**src/rtl/frame_scrambler_pkg.sv**
```systemverilog
`default_nettype none
// ============================================================================
// Module   : frame_scrambler_pkg
// Brief    : Shared 802.11a transmit scrambler constants, FSM type, feedback.
// Revision : 1.0 - initial release
// ============================================================================
package frame_scrambler_pkg;

    localparam int LFSR_W = 7;
    localparam int TAP_HI = 7;
    localparam int TAP_LO = 4;
    localparam logic [LFSR_W-1:0] DEFAULT_SEED = 7'b1111111;

    typedef enum logic [1:0] {
        ST_IDLE = 2'd0,
        ST_DATA = 2'd1,
        ST_TAIL = 2'd2
    } state_t;

    // State is held as x7..x1 in bits [6:0], so tap xN lives at bit N-1.
    function automatic logic lfsr_fb(input logic [LFSR_W-1:0] s);
        return s[TAP_HI-1] ^ s[TAP_LO-1];
    endfunction

endpackage
`default_nettype wire

```
**src/rtl/scrambler_lfsr.sv**
```systemverilog
`default_nettype none
// ============================================================================
// Module   : scrambler_lfsr
// Brief    : 7-bit x^7+x^4+1 LFSR with load, advance and combinational feedback.
// Revision : 1.0 - initial release
// ============================================================================
module scrambler_lfsr
    import frame_scrambler_pkg::*;
#(
    parameter logic [LFSR_W-1:0] RESET_STATE = DEFAULT_SEED
) (
    input  logic              clk,
    input  logic              rst_n,
    input  logic              i_load,
    input  logic [LFSR_W-1:0] i_seed,
    input  logic              i_advance,
    output logic              o_fb
);

    logic [LFSR_W-1:0] r_state;

    always_ff @(posedge clk or negedge rst_n) begin
        if (!rst_n) begin
            r_state <= RESET_STATE;
        end else if (i_load) begin
            r_state <= i_seed;
        end else if (i_advance) begin
            r_state <= {r_state[LFSR_W-2:0], o_fb};
        end
    end

    assign o_fb = lfsr_fb(r_state);

endmodule
`default_nettype wire

```
**src/rtl/frame_scrambler.sv**
```systemverilog
`default_nettype none
// ============================================================================
// Module   : frame_scrambler
// Brief    : 802.11a TX data scrambler with valid/ready on both sides.
//            Define SCRAMBLER_TAIL_EN to append TAIL_BITS forced-zero tail bits.
// Revision : 1.0 - initial release
// ============================================================================
module frame_scrambler
    import frame_scrambler_pkg::*;
#(
    parameter int TAIL_BITS = 6
) (
    input  logic              clk,
    input  logic              rst_n,
    input  logic              i_start,
    input  logic [LFSR_W-1:0] i_seed,
    input  logic              i_data,
    input  logic              i_valid,
    input  logic              i_last,
    output logic              o_ready,
    output logic              o_data,
    output logic              o_valid,
    output logic              o_last,
    input  logic              i_ready,
    output logic              o_busy
);

`ifdef SCRAMBLER_TAIL_EN
    localparam bit c_TAIL_EN = 1'b1;
`else
    localparam bit c_TAIL_EN = 1'b0;
`endif
    localparam int CNT_W = $clog2(TAIL_BITS + 1);

    state_t            r_state;
    state_t            w_state_nxt;
    logic [CNT_W-1:0]  r_tail_cnt;
    logic              r_out_data;
    logic              r_out_valid;
    logic              r_out_last;
    logic              w_slot_free;
    logic              w_ready;
    logic              w_in_hs;
    logic              w_tail_fire;
    logic              w_advance;
    logic              w_load;
    logic              w_bit;
    logic              w_bit_last;
    logic              w_fb;
    logic [LFSR_W-1:0] w_seed;

    // The output register can take a new bit when empty or draining this cycle.
    assign w_slot_free = ~r_out_valid | i_ready;
    assign w_in_hs     = i_valid & w_ready;
    assign w_advance   = w_in_hs | w_tail_fire;
    assign w_load      = (r_state == ST_IDLE) & i_start;
    assign w_seed      = (i_seed == '0) ? DEFAULT_SEED : i_seed;

    always_ff @(posedge clk or negedge rst_n) begin
        if (!rst_n) begin
            r_state <= ST_IDLE;
        end else begin
            r_state <= w_state_nxt;
        end
    end

    always_comb begin
        w_state_nxt = r_state;
        case (r_state)
            ST_IDLE: if (i_start) w_state_nxt = ST_DATA;
            ST_DATA: if (w_in_hs & i_last) w_state_nxt = c_TAIL_EN ? ST_TAIL : ST_IDLE;
            ST_TAIL: if (w_tail_fire & (r_tail_cnt == CNT_W'(1))) w_state_nxt = ST_IDLE;
            default: w_state_nxt = ST_IDLE;
        endcase
    end

    always_comb begin
        w_ready     = 1'b0;
        w_tail_fire = 1'b0;
        w_bit       = 1'b0;
        w_bit_last  = 1'b0;
        case (r_state)
            ST_DATA: begin
                w_ready    = w_slot_free;
                w_bit      = i_data ^ w_fb;
                w_bit_last = i_last & ~c_TAIL_EN;
            end
            ST_TAIL: begin
                w_tail_fire = w_slot_free;
                w_bit_last  = (r_tail_cnt == CNT_W'(1));
            end
            default: ;
        endcase
    end

    always_ff @(posedge clk or negedge rst_n) begin
        if (!rst_n) begin
            r_tail_cnt <= '0;
        end else if (w_in_hs & i_last) begin
            r_tail_cnt <= CNT_W'(TAIL_BITS);
        end else if (w_tail_fire) begin
            r_tail_cnt <= r_tail_cnt - CNT_W'(1);
        end
    end

    always_ff @(posedge clk or negedge rst_n) begin
        if (!rst_n) begin
            r_out_data  <= 1'b0;
            r_out_valid <= 1'b0;
            r_out_last  <= 1'b0;
        end else if (w_advance) begin
            r_out_data  <= w_bit;
            r_out_last  <= w_bit_last;
            r_out_valid <= 1'b1;
        end else if (i_ready) begin
            r_out_valid <= 1'b0;
        end
    end

    scrambler_lfsr #(
        .RESET_STATE (DEFAULT_SEED)
    ) u_lfsr (
        .clk       (clk),
        .rst_n     (rst_n),
        .i_load    (w_load),
        .i_seed    (w_seed),
        .i_advance (w_advance),
        .o_fb      (w_fb)
    );

    assign o_ready = w_ready;
    assign o_data  = r_out_data;
    assign o_valid = r_out_valid;
    assign o_last  = r_out_last;
    assign o_busy  = (r_state != ST_IDLE) | r_out_valid;

endmodule
`default_nettype wire
```
**config.mk**
```make
export PLATFORM = sky130hd
export DESIGN_NAME = frame_scrambler
export DESIGN_NICKNAME = d
export VERILOG_FILES = /design/src/rtl/frame_scrambler_pkg.sv /design/src/rtl/scrambler_lfsr.sv /design/src/rtl/frame_scrambler.sv
export SDC_FILE = /design/constraint.sdc
export NUM_CORES = 1
export LEC_CHECK = 0
export CAP_MARGIN = 20
export CORE_UTILIZATION = 38
export CTS_CLUSTER_SIZE = 28
export DETAILED_ROUTE_END_ITERATION = 6
export GPL_TIMING_DRIVEN = 0
export MAX_ROUTING_LAYER = met4
export PLACE_DENSITY = 0.67
export SYNTH_ARGS = -nofsm -noshare
export SYNTH_HDL_FRONTEND = slang
export SYNTH_SLANG_ARGS = --single-unit
export TNS_END_PERCENT = 20
```
**constraint.sdc**
```tcl
create_clock -name clk -period 1.6 [get_ports clk]
set_clock_uncertainty 0.2 [all_clocks]
set_input_delay 0.4 -clock clk [delete_from_list [all_inputs] [get_ports clk]]
set_output_delay 0.4 -clock clk [all_outputs]
set_load 0.03 [all_outputs]
```
* After elaboration in Yosys (flattened, before gate mapping)
Cells that the tools add are included.
** Storage, ports and cells
- Bits of input ports :: 14
- Flip-flop bits (word level) :: 15
- Logic and storage cells :: 45
** Cells by class
- Bitwise operators :: 10
- Reductions and logical operators :: 7
- Eq/ne operators :: 6
- Muxes and demuxes :: 15
- Add/sub/neg operators :: 1
** Operators by type and width (number)
- 7-bit two-way mux :: 3
- 2-bit nonzero test :: 4
- 7-bit zero test :: 1
- 2-bit two-way mux :: 3
- 3-bit two-way mux :: 2
- 2-bit != test (second input constant) :: 3
- 2-bit one-hot mux with 3 select lines :: 1
- 1-bit two-way mux :: 5
- 1-bit bitwise AND :: 4
- 3-bit by 1-bit equality test with 1-bit output (second input constant) :: 1
- 1-bit OR :: 3
- 3-bit AND reduction :: 1
- 3-bit by 1-bit subtractor with 3-bit output (second input constant) :: 1
- 2-bit by 1-bit equality test with 1-bit output (second input constant) :: 1
- 2-bit equality test (second input constant) :: 1
- 2-bit zero test :: 1
- 1-bit one-hot mux with 2 select lines :: 1
- 1-bit XOR :: 2
- 1-bit inverter :: 1

* Longest topological paths before layout
- Depth after elaboration :: 7
- Depth in mapped cells :: 4
- Gate-level depth less buffers :: 3

* Hierarchy
Synthesis repeated with hierarchy kept, for this count alone.
** Second synthesis, totals
- Cell total of the unflattened synthesis :: 59
- Area, all modules :: 644.4 µm²
** Modules (own cells, without submodules)
- scrambler_lfsr :: instances 1, cells an instance 32, sequential area each 183.9 µm², area an instance 357.8 µm²
- frame_scrambler :: instances 1, cells an instance 27, sequential area each 100.1 µm², area an instance 286.5 µm²

* Least setup slack after synthesis
No wires, ideal clock.
- Path type :: register to output
- Start point :: register r_out_valid, in the netlist o_valid
- End point :: output port o_ready
- Data arrival time :: 1.166 ns
- Buffers on the path :: 1
- Stages on the path, launching flop included :: 4
- Data required time :: 1.000 ns
- Path slack :: -0.166 ns
- Path through :: dfrtp_1 nand2b_1 clkbuf_1 and2_1
** On the way
- Word-level cells in the longest chain between the ends :: 3
** RTL lines
- start: declaration :: RTL line frame_scrambler.sv:39 : logic r_out_valid;
- start signal: assignment :: RTL line frame_scrambler.sv:109 : r_out_valid <= 1'b0;
- start signal: assignment :: RTL line frame_scrambler.sv:114 : r_out_valid <= 1'b1;
- start signal: assignment :: RTL line frame_scrambler.sv:116 : r_out_valid <= 1'b0;
- 1-bit inverter :: RTL line frame_scrambler.sv:53 : assign w_slot_free = ~r_out_valid | i_ready;
- 1-bit OR :: RTL line frame_scrambler.sv:53
- 1-bit two-way mux :: RTL line frame_scrambler.sv:82 : case (r_state)
- end: declaration :: RTL line frame_scrambler.sv:20 : output logic o_ready,
No other way between the ends.

* Worst setup path in the final report
- Start point :: register r_out_valid, in the netlist o_valid
- End point :: output port o_valid
** RTL lines
- end: declaration :: RTL line frame_scrambler.sv:22 : output logic o_valid,
No word-level cell between the ends.

==> run metrics <==
hpwl dp=914 µm; # Max-Cap Violations=0; Routed WL=1240 µm; total power=1.04 mW; crit end category=output port; TritonCTS clock tree=built; Clock Path Buffers=2; P&R area growth vs syn=41.9%; height of the die=41.9 µm; largest net degree at the start of global routing=12; synthesized netlist net count=73; Post-CTS Hold Buffers=0; Place WS=-0.973 ns; status=finished with violations; final hold vios=0; first-pass GRT wire length=2240 µm; minimum clock period=1.67 ns; violation count after the first detailed-route iteration=4; Avg WL per Cell=12.7 µm; leak pwr=0.350 nW; drt via density=5.46; DRC viols=0; Placer Congestion=0.711; All-Layer GR Usage=17.6%; Final Non-Filler Cells=98; Peak Freq=598 MHz; peak supply drop=0.751 mV; Yosys cell types=21; P per Cell Area=1220 nW/µm²; clk_lat worst skew=0.26 ns; initial antenna violation count=0; number of warnings issued by yosys=0; dominant cells by area after synthesis=dfstp_2 (30%), dfrtp_1 (17%), a32oi_1 (10%); Seq cells post-synth=11; Worst-Margin Slew=0.493 ns; ANT nets after route=0; top cell type's share of synthesized area=30.4%; I/O pin count=19; die area=1760 µm²; CP arrival=1.07 ns; Max Slew Vio Count=0; worst hold margin=0.266 ns; CP required=1.00 ns; critical path class=reg -> out; H-tree lvl count=1; register area share after synthesis=46.9%; number of global-route vias before repair=523; top_reg_cell synth=dfstp_2; total clock sinks=11; Final period util=105%; vias post-DR=535; Root Driver=clkbuf_4; Crit Path Max Fanout=4; Initial Util=40.7%; share of cells above drive strength 1=32.9%; number of buffers added on ports=18; Synth area leader=dfstp_2; CP peak stage delay=0.40 ns; Worst Setup Start Kind=flop; Slew headroom=67.0%; placed cell count=93; Post-synth EDFFs=0; Core ar.=1490 µm²; number of diodes=0; WP buf/inv=1; Final Setup Violations=10; synthesized area=606 µm²; Cells after Synth=59; Fin Setup TNS=-0.295 ns; Critical-path top delay cell=dfrtp_2; total grt overflow=0; Async SR Flop Fraction=100%; chip width=41.9 µm; Worst R2R Setup Slack=0.08 ns; Final nets=97; PnR worst setup slack=-0.0720 ns; TritonRoute pass-1 iters=4; Syn Area/Cell=10.3 µm²; failing checks=negative setup slack; CTS buffer count=3; Post-synth top cells=a32oi_1 (7), dfstp_2 (7), inv_1 (7), nand3_1 (7), o21ai_0 (7); row count=14; CP Cell Sequence=dlygate4sd2_1; Worst Hold Class=in -> async; RSZ-0062 raised after global routing=true; Reg clk slew, reported paths=0.07 ns; Top delay family on crit path=flip-flops
==> cell usage in the layout (no fill, tap or decap), drive strengths merged <==
cell	Yosys	final
a21oi	1	1
a32oi	7	7
a41oi	1	1
and2	2	2
and2b	1	1
buf	2	6
clkbuf	1	6
clkdlybuf4s15	0	1
clkdlybuf4s50	0	12
dfrtp	4	4
dfstp	7	7
dlygate4sd2	0	1
inv	7	7
mux2	2	2
nand2	2	2
nand2b	2	2
nand3	7	7
nor2	2	2
nor4	1	1
o21ai	7	7
or2	1	1
xor2	2	2
==> layout make-up <==
class                           instances  area, µm²
Buffer                                  2       10.0
Clock buffer                            4       26.3
Fill cell                             144        629
Inverter                                7       26.3
Multi-Input combinational cell         38        302
Sequential cell                        11        285
Tap cell                               16       20.0
Timing Repair Buffer                   20        190
==> final timing paths <==
path	from	end	cells after the start
worst min-delay path	rst_n	r_state[0]$_DFFE_PN0P_	1
min in group clk	o_data$_DFFE_PN0P_	o_data$_DFFE_PN0P_	1
worst max-delay path	o_valid$_DFFE_PN0P_	o_valid	1
worst max register to register	o_valid$_DFFE_PN0P_	o_last$_DFFE_PN0P_	3
max in group asynchronous	rst_n	o_valid$_DFFE_PN0P_	1
worst min register to register	o_data$_DFFE_PN0P_	o_data$_DFFE_PN0P_	1
==> power breakdown <==
| group | switching (mW) | total, mW | internal (mW) |
|---|---|---|---|
| sequential | 0.0551 | 0.478 | 0.423 |
| clock | 0.0950 | 0.191 | 0.0963 |
| combinational | 0.199 | 0.375 | 0.176 |
==> logic make-up after synthesis <==
kind of cell,synth area share [%]
AOI/OAI and AO/OA,21.3
xor gates and xnor gates,2.89
buffers and inverters,6.61
DFF,46.9
muxes,3.72
and+or+nand+nor,18.6
==> routing by layer <==
metal	vias up	wire length [µm]	GRT usage, %
met5	-	0	-
li1	257	-	-
met3	4	37	2.61
met1	264	592	22.8
met4	0	29	9.68
met2	10	581	26.3
==> flip-flops by register name (all words and copies together), names as in the netlist <==
| name | flops |
|---|---|
| o_data | 1 |
| o_last | 1 |
| o_valid | 1 |
| r_state | 1 |
| u_lfsr.r_state | 7 |
==> per-stage QoR <==
stage	cell area [µm²]	utilization (%)
after global placement	810	54.4
after CTS	872	58.6
final	860	57.7
after global routing	860	57.7
after detailed placement	810	54.4
after floorplan	609	-
==> timing repair <==
action                     CTS  global route
hold endpoints to repair     0             0
pin swaps                    1             2
buffers inserted             2             0
cloned                       0             0
resized for setup           26             5
setup endpoints to repair   14            14
Power figures use the tool's default switching activity.
